### config.mk
export PLATFORM = sky130hd
export DESIGN_NAME = alu_cmd_sequencer
export DESIGN_NICKNAME = d
export VERILOG_FILES = /design/src/rtl/alu_pkg.sv /design/src/rtl/alu_cmd_sequencer.sv
export SDC_FILE = /design/constraint.sdc
export NUM_CORES = 1
export LEC_CHECK = 0
export BUFFER_PORTS_ARGS = -buffer_cell sky130_fd_sc_hd__buf_2
export CAP_MARGIN = 20
export CORE_AREA = 2 2 56 58
export DETAILED_ROUTE_END_ITERATION = 10
export DIE_AREA = 0 0 58 60
export GPL_ROUTABILITY_DRIVEN = 0
export PLACE_DENSITY = 0.78
export SYNTH_ARGS = -nofsm -noshare
export SYNTH_HDL_FRONTEND = slang
export SYNTH_SLANG_ARGS = --single-unit
export TNS_END_PERCENT = 1
### constraint.sdc
create_clock -name clk -period 1.66 [get_ports clk]
set_clock_uncertainty 0.1 [all_clocks]
set_input_delay 0.332 -clock clk [delete_from_list [all_inputs] [get_ports clk]]
set_output_delay 0.332 -clock clk [all_outputs]
set_load 0.05 [all_outputs]
### src/rtl/alu_pkg.sv
// Shared definitions for the 4-bit ALU interface: opcodes, sequencer states
// and default widths.
package alu_pkg;

  localparam int unsigned WIDTH = 4;
  localparam int unsigned OPW   = 2;
  localparam int unsigned CNTW  = 8;

  localparam logic [1:0] ALU_ADD = 2'b00;
  localparam logic [1:0] ALU_SUB = 2'b01;
  localparam logic [1:0] ALU_AND = 2'b10;
  localparam logic [1:0] ALU_OR  = 2'b11;

  typedef enum logic [1:0] {
    IDLE = 2'd0,
    EXEC = 2'd1,
    RESP = 2'd2
  } seq_state_e;

endpackage

### src/rtl/alu_cmd_sequencer.sv
// Initiator for an external combinational 4-bit ALU: issues one host command at a
// time, captures result/carry, keeps an accumulator and a saturating carry count.
module alu_cmd_sequencer
  import alu_pkg::*;
#(
  parameter int unsigned WIDTH = alu_pkg::WIDTH,
  parameter int unsigned OPW   = alu_pkg::OPW,
  parameter int unsigned CNTW  = alu_pkg::CNTW
) (
  input  logic             clk,
  input  logic             rst,
  input  logic             cmd_valid,
  output logic             cmd_ready,
  input  logic [OPW-1:0]   cmd_op,
  input  logic [WIDTH-1:0] cmd_a,
  input  logic [WIDTH-1:0] cmd_b,
  input  logic             cmd_use_acc,
  input  logic             acc_clr,
  output logic [WIDTH-1:0] alu_a,
  output logic [WIDTH-1:0] alu_b,
  output logic [OPW-1:0]   alu_op,
  input  logic [WIDTH-1:0] alu_result,
  input  logic             alu_carry,
  output logic             rsp_valid,
  input  logic             rsp_ready,
  output logic [WIDTH-1:0] rsp_result,
  output logic             rsp_carry,
  output logic [WIDTH-1:0] acc,
  output logic [CNTW-1:0]  carry_cnt,
  output logic             busy
);

  localparam logic [CNTW-1:0] CNT_MAX = '1;

  seq_state_e       state, state_d;
  logic             accept_c;
  logic             capture_c;
  logic [WIDTH-1:0] acc_eff_c;

  // Ready is a pure state decode, forced low while reset is held.
  assign cmd_ready = (state == IDLE) && !rst;

  // A same-cycle clear hides the stale accumulator from the operand mux.
  assign acc_eff_c = acc_clr ? '0 : acc;

  always_ff @(posedge clk or posedge rst) begin
    if (rst) state <= IDLE;
    else     state <= state_d;
  end

  always_comb begin
    state_d   = state;
    accept_c  = 1'b0;
    capture_c = 1'b0;
    case (state)
      IDLE: begin
        if (cmd_valid) begin
          accept_c = 1'b1;
          state_d  = EXEC;
        end
      end
      EXEC: begin
        capture_c = 1'b1;
        state_d   = RESP;
      end
      RESP: begin
        if (rsp_ready) state_d = IDLE;
      end
      default: state_d = IDLE;
    endcase
  end

  // Status flags track the next state so they line up with the state register.
  always_ff @(posedge clk or posedge rst) begin
    if (rst) begin
      rsp_valid <= 1'b0;
      busy      <= 1'b0;
    end else begin
      rsp_valid <= (state_d == RESP);
      busy      <= (state_d != IDLE);
    end
  end

  // ALU drive registers; held outside EXEC.
  always_ff @(posedge clk or posedge rst) begin
    if (rst) begin
      alu_a  <= '0;
      alu_b  <= '0;
      alu_op <= '0;
    end else if (accept_c) begin
      alu_a  <= cmd_use_acc ? acc_eff_c : cmd_a;
      alu_b  <= cmd_b;
      alu_op <= cmd_op;
    end
  end

  always_ff @(posedge clk or posedge rst) begin
    if (rst) begin
      rsp_result <= '0;
      rsp_carry  <= 1'b0;
    end else if (capture_c) begin
      rsp_result <= alu_result;
      rsp_carry  <= alu_carry;
    end
  end

  // Clear has priority over the EXEC capture for acc and the carry counter.
  always_ff @(posedge clk or posedge rst) begin
    if (rst) begin
      acc       <= '0;
      carry_cnt <= '0;
    end else if (acc_clr) begin
      acc       <= '0;
      carry_cnt <= '0;
    end else if (capture_c) begin
      acc <= alu_result;
      if (alu_carry && (carry_cnt != CNT_MAX)) carry_cnt <= carry_cnt + CNTW'(1);
    end
  end

endmodule
; Yosys cells after proc, flatten, opt, wreduce, memory -nomap -nowiden
; Index checks and enable logic that the tools add are counted.
; Widths: inputs -> output; s select.
[word_totals]
reg_bits = 31
input_bits = 21
out_inout_bits = 30
elab_cells = 36
[op_classes]
n_addsub = 1
n_eq_ne = 4
muxes = 13
n_reduce_logical = 8
[op_table]
columns = cell, count
row1 = $mux 8, 3
row2 = $mux 4, 4
row3 = $add 8x1->8 const B, 1
row4 = $ne 8x8->1 const B, 1
row5 = $pmux 2 s3, 1
row6 = $reduce_bool 2->1, 3
row7 = $eq 2x2->1 const B, 2
row8 = $mux 2, 2
row9 = $mux 1, 3
row10 = $eq 2x1->1 const B, 1
row11 = $logic_and 1x1->1, 2
row12 = $logic_not 2->1, 1
row13 = $reduce_and 2->1, 1
row14 = $logic_not 1->1, 1

; Longest topological paths before layout
[logic_depth]
ltp_word = 5
mapped_depth = 5
ltp_nobuf = 5

; Worst setup path before layout
; Ideal clock, no wire load.
[synth_path]
kind = register to output
startpoint = reg state[1]
endpoint = out cmd_ready
arrival_time_ns = 1.515
setup_slack_ns = -0.287
stages_incl_launch_ff = 2
cell_sequence = dfrtp_1 -> nor3_1
[synth_via]
elab_chain_cells = 2
[synth_rtl]
columns = item, line_no
row1 = start: declaration, alu_cmd_sequencer.sv:35  ; seq_state_e state, state_d;
row2 = start signal: assignment, alu_cmd_sequencer.sv:48  ; else state <= state_d;
row3 = $logic_not 2->1, alu_cmd_sequencer.sv:41  ; assign cmd_ready = (state == IDLE) && !rst;
row4 = $logic_and 1x1->1, alu_cmd_sequencer.sv:41
row5 = end: declaration, alu_cmd_sequencer.sv:13  ; output logic cmd_ready,
; No other way between the ends.

; Worst setup path in the final report
; Ends and elaborated chain as after synthesis.

==> report_table.html <==
<table>
<tr><th>Metric</th><th>Value</th></tr>
<tr><th colspan="2">Synthesis</th></tr>
<tr><td>Seq/Total Area, Yosys</td><td>57.7%</td></tr>
<tr><td>Post-synth ARST share</td><td>100%</td></tr>
<tr><td>Mapped Avg Cell Area</td><td>11.2 µm²</td></tr>
<tr><td>EDFF count, synth</td><td>0</td></tr>
<tr><td>Cell with the most instances after synthesis</td><td>sky130_fd_sc_hd__dfrtp_1</td></tr>
<tr><td>Synth warn</td><td>0</td></tr>
<tr><td>Synthesized instance count</td><td>120</td></tr>
<tr><td>Synth Flop Type</td><td>sky130_fd_sc_hd__dfrtp_1</td></tr>
<tr><td>Syn nets</td><td>142</td></tr>
<tr><td>Number of unique standard cell types used by synthesis</td><td>34</td></tr>
<tr><td>Cell types occupying the most area after synthesis</td><td>sky130_fd_sc_hd__dfrtp_1, sky130_fd_sc_hd__nand2_1, sky130_fd_sc_hd__mux2_2, sky130_fd_sc_hd__nor2_1, sky130_fd_sc_hd__xor2_1</td></tr>
<tr><td>Cell Area, Synth</td><td>1350 µm²</td></tr>
<tr><td>Most numerous cell types in the synthesized netlist</td><td>sky130_fd_sc_hd__dfrtp_1, sky130_fd_sc_hd__nand2_1, sky130_fd_sc_hd__nor2_1, sky130_fd_sc_hd__mux2_2, sky130_fd_sc_hd__a21oi_1</td></tr>
<tr><td>Area leader, netlist</td><td>sky130_fd_sc_hd__dfrtp_1</td></tr>
<tr><td>Yosys reg bits</td><td>31</td></tr>
<tr><td>Share of Yosys cell area claimed by the top area cell type</td><td>57.7%</td></tr>
<tr><th colspan="2">Min path</th></tr>
<tr><td>Worst hold path type</td><td>in2reg</td></tr>
<tr><td>Hold depth</td><td>3</td></tr>
<tr><td>Hold Path Sink</td><td>rsp_result[0]</td></tr>
<tr><td>Worst hold path startpoint</td><td>alu_result[0]</td></tr>
<tr><th colspan="2">CTS</th></tr>
<tr><td>Clk sink count</td><td>31</td></tr>
<tr><td>Post-CTS clock slew at the launch and capture registers of the worst setup and hold paths</td><td>0.10 ns</td></tr>
<tr><td>Clock Root Buffer</td><td>sky130_fd_sc_hd__clkbuf_4</td></tr>
<tr><td>Clock insertion delay at the later pin of the skew report</td><td>0.32 ns</td></tr>
<tr><td>CTS tree</td><td>yes</td></tr>
<tr><td>Number of clock buffers inserted by TritonCTS</td><td>5</td></tr>
<tr><td>Level count of the clock H-tree</td><td>2</td></tr>
<tr><td>Maximum buffer depth of the clock tree</td><td>2</td></tr>
<tr><th colspan="2">Route</th></tr>
<tr><td>Vias</td><td>1086</td></tr>
<tr><td>Pre-antenna DRT Iters</td><td>4</td></tr>
<tr><td>Average vias per placed instance</td><td>5.10</td></tr>
<tr><td>Post-DR wirelength/cell</td><td>13.1 µm</td></tr>
<tr><td>Detailed-route DRC error count</td><td>0</td></tr>
<tr><td>Number of nets still failing antenna checks after routing</td><td>0</td></tr>
<tr><td>Final routed wirelength across all metal layers</td><td>2800 µm</td></tr>
<tr><td>Initial drt markers</td><td>22</td></tr>
<tr><th colspan="2">GRT</th></tr>
<tr><td>Maximum number of pins on one net before global-route repair</td><td>32</td></tr>
<tr><td>Wire length of the first global-routing pass</td><td>4610 µm</td></tr>
<tr><td>Met1 Usage GRT</td><td>20.3%</td></tr>
<tr><td>Via count of the first global-routing pass</td><td>1059</td></tr>
<tr><td>Global-route total usage across every layer</td><td>17.8%</td></tr>
<tr><td>Layer carrying the most global-route usage</td><td>met2</td></tr>
<tr><td>GR Layer Usage met3</td><td>6.49%</td></tr>
<tr><td>Grt ovf</td><td>0</td></tr>
<tr><td>Met2 Track Usage GR</td><td>30.2%</td></tr>
<tr><td>Antenna violations before repair</td><td>0</td></tr>
<tr><th colspan="2">Floorplanning</th></tr>
<tr><td>Die Ht</td><td>60 µm</td></tr>
<tr><td>Standard cell core area</td><td>2900 µm²</td></tr>
<tr><td>Ports</td><td>51</td></tr>
<tr><td>Die footprint</td><td>3480 µm²</td></tr>
<tr><td>Chip width</td><td>58 µm</td></tr>
<tr><td>Standard-cell rows</td><td>20</td></tr>
<tr><td>Starting Density</td><td>46.3%</td></tr>
<tr><th colspan="2">Timing</th></tr>
<tr><td>Final-report max-slew violation count</td><td>0</td></tr>
<tr><td>Final worst-path cycle share</td><td>96.3%</td></tr>
<tr><td>Highest clock rate</td><td>0.626 GHz</td></tr>
<tr><td>Max transition margin</td><td>74.5%</td></tr>
<tr><td>Unrepaired setup endpoints after global routing</td><td>no</td></tr>
<tr><td>Final Hold Slack</td><td>0.126 ns</td></tr>
<tr><td>Transition time of the tightest slew-check pin</td><td>0.383 ns</td></tr>
<tr><td>Final hold violations</td><td>0</td></tr>
<tr><td>Final setup vio count</td><td>0</td></tr>
<tr><td>Minimum clock period after layout</td><td>1.60 ns</td></tr>
<tr><td>Final sum of negative setup slack</td><td>0 ns</td></tr>
<tr><th colspan="2">Setup path</th></tr>
<tr><td>Data arrival time at the worst-slack endpoint</td><td>1.17 ns</td></tr>
<tr><td>Critical Path Max Stage Delay</td><td>0.43 ns</td></tr>
<tr><td>Cell with the largest stage delay on the worst path</td><td>sky130_fd_sc_hd__dfrtp_1</td></tr>
<tr><td>Worst Setup Start Kind</td><td>register</td></tr>
<tr><td>Worst Path Required</td><td>1.23 ns</td></tr>
<tr><td>Critical R2R Capture</td><td>carry_cnt[5]</td></tr>
<tr><td>Maximum fanout encountered on the critical timing path</td><td>4</td></tr>
<tr><td>Critical Path Start</td><td>state[1]</td></tr>
<tr><td>Type of the worst setup path</td><td>reg2out</td></tr>
<tr><td>Critical path capture point type</td><td>primary output</td></tr>
<tr><td>Register-to-register path setup slack</td><td>0.08 ns</td></tr>
<tr><td>Cells along the critical path</td><td>nor3_2 -&gt; buf_4</td></tr>
<tr><td>Critical R2R Launch</td><td>carry_cnt[1]</td></tr>
<tr><td>R2r worst-path depth</td><td>5</td></tr>
<tr><th colspan="2">Placement</th></tr>
<tr><td>Number of I/O port buffers</td><td>50</td></tr>
<tr><td>Instance count after placement with tap cells included</td><td>204</td></tr>
<tr><td>Detailed placer's ending HPWL</td><td>2070 µm</td></tr>
<tr><th colspan="2">Run</th></tr>
<tr><td>Max cap viols</td><td>0</td></tr>
<tr><th colspan="2">Pwr</th></tr>
<tr><td>LEAKAGE</td><td>0.922 nW</td></tr>
<tr><td>Power density relative to cell area</td><td>1820 nW/µm²</td></tr>
<tr><td>Highest ir drop seen on vdd</td><td>1.44 mV</td></tr>
<tr><th colspan="2">Cells and area</th></tr>
<tr><td>Layout Cells excl Fill</td><td>213</td></tr>
<tr><td>Utilization of the core after routing</td><td>60.4%</td></tr>
<tr><td>Antenna diode instance count</td><td>0</td></tr>
<tr><td>Area growth from synthesis to layout</td><td>30.4%</td></tr>
<tr><td>Layout net count</td><td>202</td></tr>
<tr><td>Layout cell share with drive strength beyond 1</td><td>42.8%</td></tr>
<tr><td>Fillcell total</td><td>283</td></tr>
<tr><th colspan="2">Run status</th></tr>
<tr><td>Result of the run</td><td>finished, final reports clean</td></tr>
</table>
## cells by family after synthesis
family                     after synthesis  synth area share [%]
buffers and inverters                    5                  1.77
muxes                                    8                  6.60
adders and majority gates                1                 0.930
DFF                                     31                  57.7
and+or+nand+nor                         54                  21.4
xor gates and xnor gates                 5                  3.26
AOI/OAI and AO/OA                       16                  8.37
## sequential cells by signal, summed over array words and instances, names as in the netlist
name,cells
rsp_result,4
alu_a,4
rsp_valid,1
acc,4
state,2
rsp_carry,1
busy,1
alu_b,4
carry_cnt,8
alu_op,2
## placed cells by master (no fill, tap or decap), drive strengths merged, types with 2 or more instances in the layout
master	netlist	layout
a21oi	5	5
a31oi	4	4
and3	2	2
buf	2	56
clkbuf	2	6
dfrtp	31	31
mux2	7	7
nand2	20	20
nand2b	4	4
nand3b	4	4
nor2	12	12
nor2b	3	3
o211ai	3	3
o21ai	2	2
xor2	4	4
## metal layers
layer,up-vias,part of all wire [%]
li1,529,-
met2,43,47
met1,507,43
met4,0,1.6
met3,7,8.2
met5,-,0
## critical path, delay by kind of cell (launching register included)
kind	cells	cell delay [ns]
buffers and inverters	1	0.22
and+or+nand+nor	1	0.20
DFF	1	0.43
## worst max-delay path by stage
stage / to / slack (ns) / cells past startpoint
6_report: cmd_ready / 0.06 / 2
3_5_place_dp: carry_cnt[5] / -0.01 / 5
5_1_grt: carry_cnt[5] / 0.003 / 5
2_1_floorplan: carry_cnt[5] / -0.28 / 5
4_1_cts: cmd_ready / 0.03 / 2
3_3_place_gp: carry_cnt[5] / 0.10 / 5
## layout make-up
class | instances | area [µm²] | share of cell area [%]
Timing Repair Buffer | 57 | 308 | 17.5
Sequential cell | 31 | 776 | 44.2
Inverter | 1 | 3.75 | 0.214
Clock buffer | 6 | 51.3 | 2.92
Multi-Input combinational cell | 84 | 569 | 32.5
Clock inverter | 1 | 5.00 | 0.285
Tap cell | 33 | 41.3 | 2.35
## metrics by stage
stage | total power [mW] | setup WS [ns] | instance area [µm²]
floorplan | 2.39 | -0.278 | 1350
global placement | 2.74 | 0.103 | 1660
detailed placement | 2.78 | -0.0113 | 1660
CTS | 3.23 | 0.0337 | 1730
global route | 3.39 | 0.00279 | 1750
finish | 3.20 | 0.0618 | 1750
## power by group
group | leakage (nW) | switching (mW) | internal, mW | total (mW)
clock | 0.0341 | 0.242 | 0.196 | 0.438
sequential | 0.394 | 0.135 | 1.00 | 1.14
combinational | 0.494 | 1.20 | 0.422 | 1.62
total | 0.922 | 1.57 | 1.62 | 3.20
## timing repair
| action | CTS | global route |
|---|---|---|
| setup endpoints to repair | 2 | 4 |
| hold buffers | 1 | 0 |
| hold endpoints to repair | 31 | 0 |
| resized for setup | 2 | 3 |
| pin swaps | 0 | 1 |
| buffers inserted | 0 | 1 |
| cloned | 0 | 0 |
(Power assumes the default switching activity.)
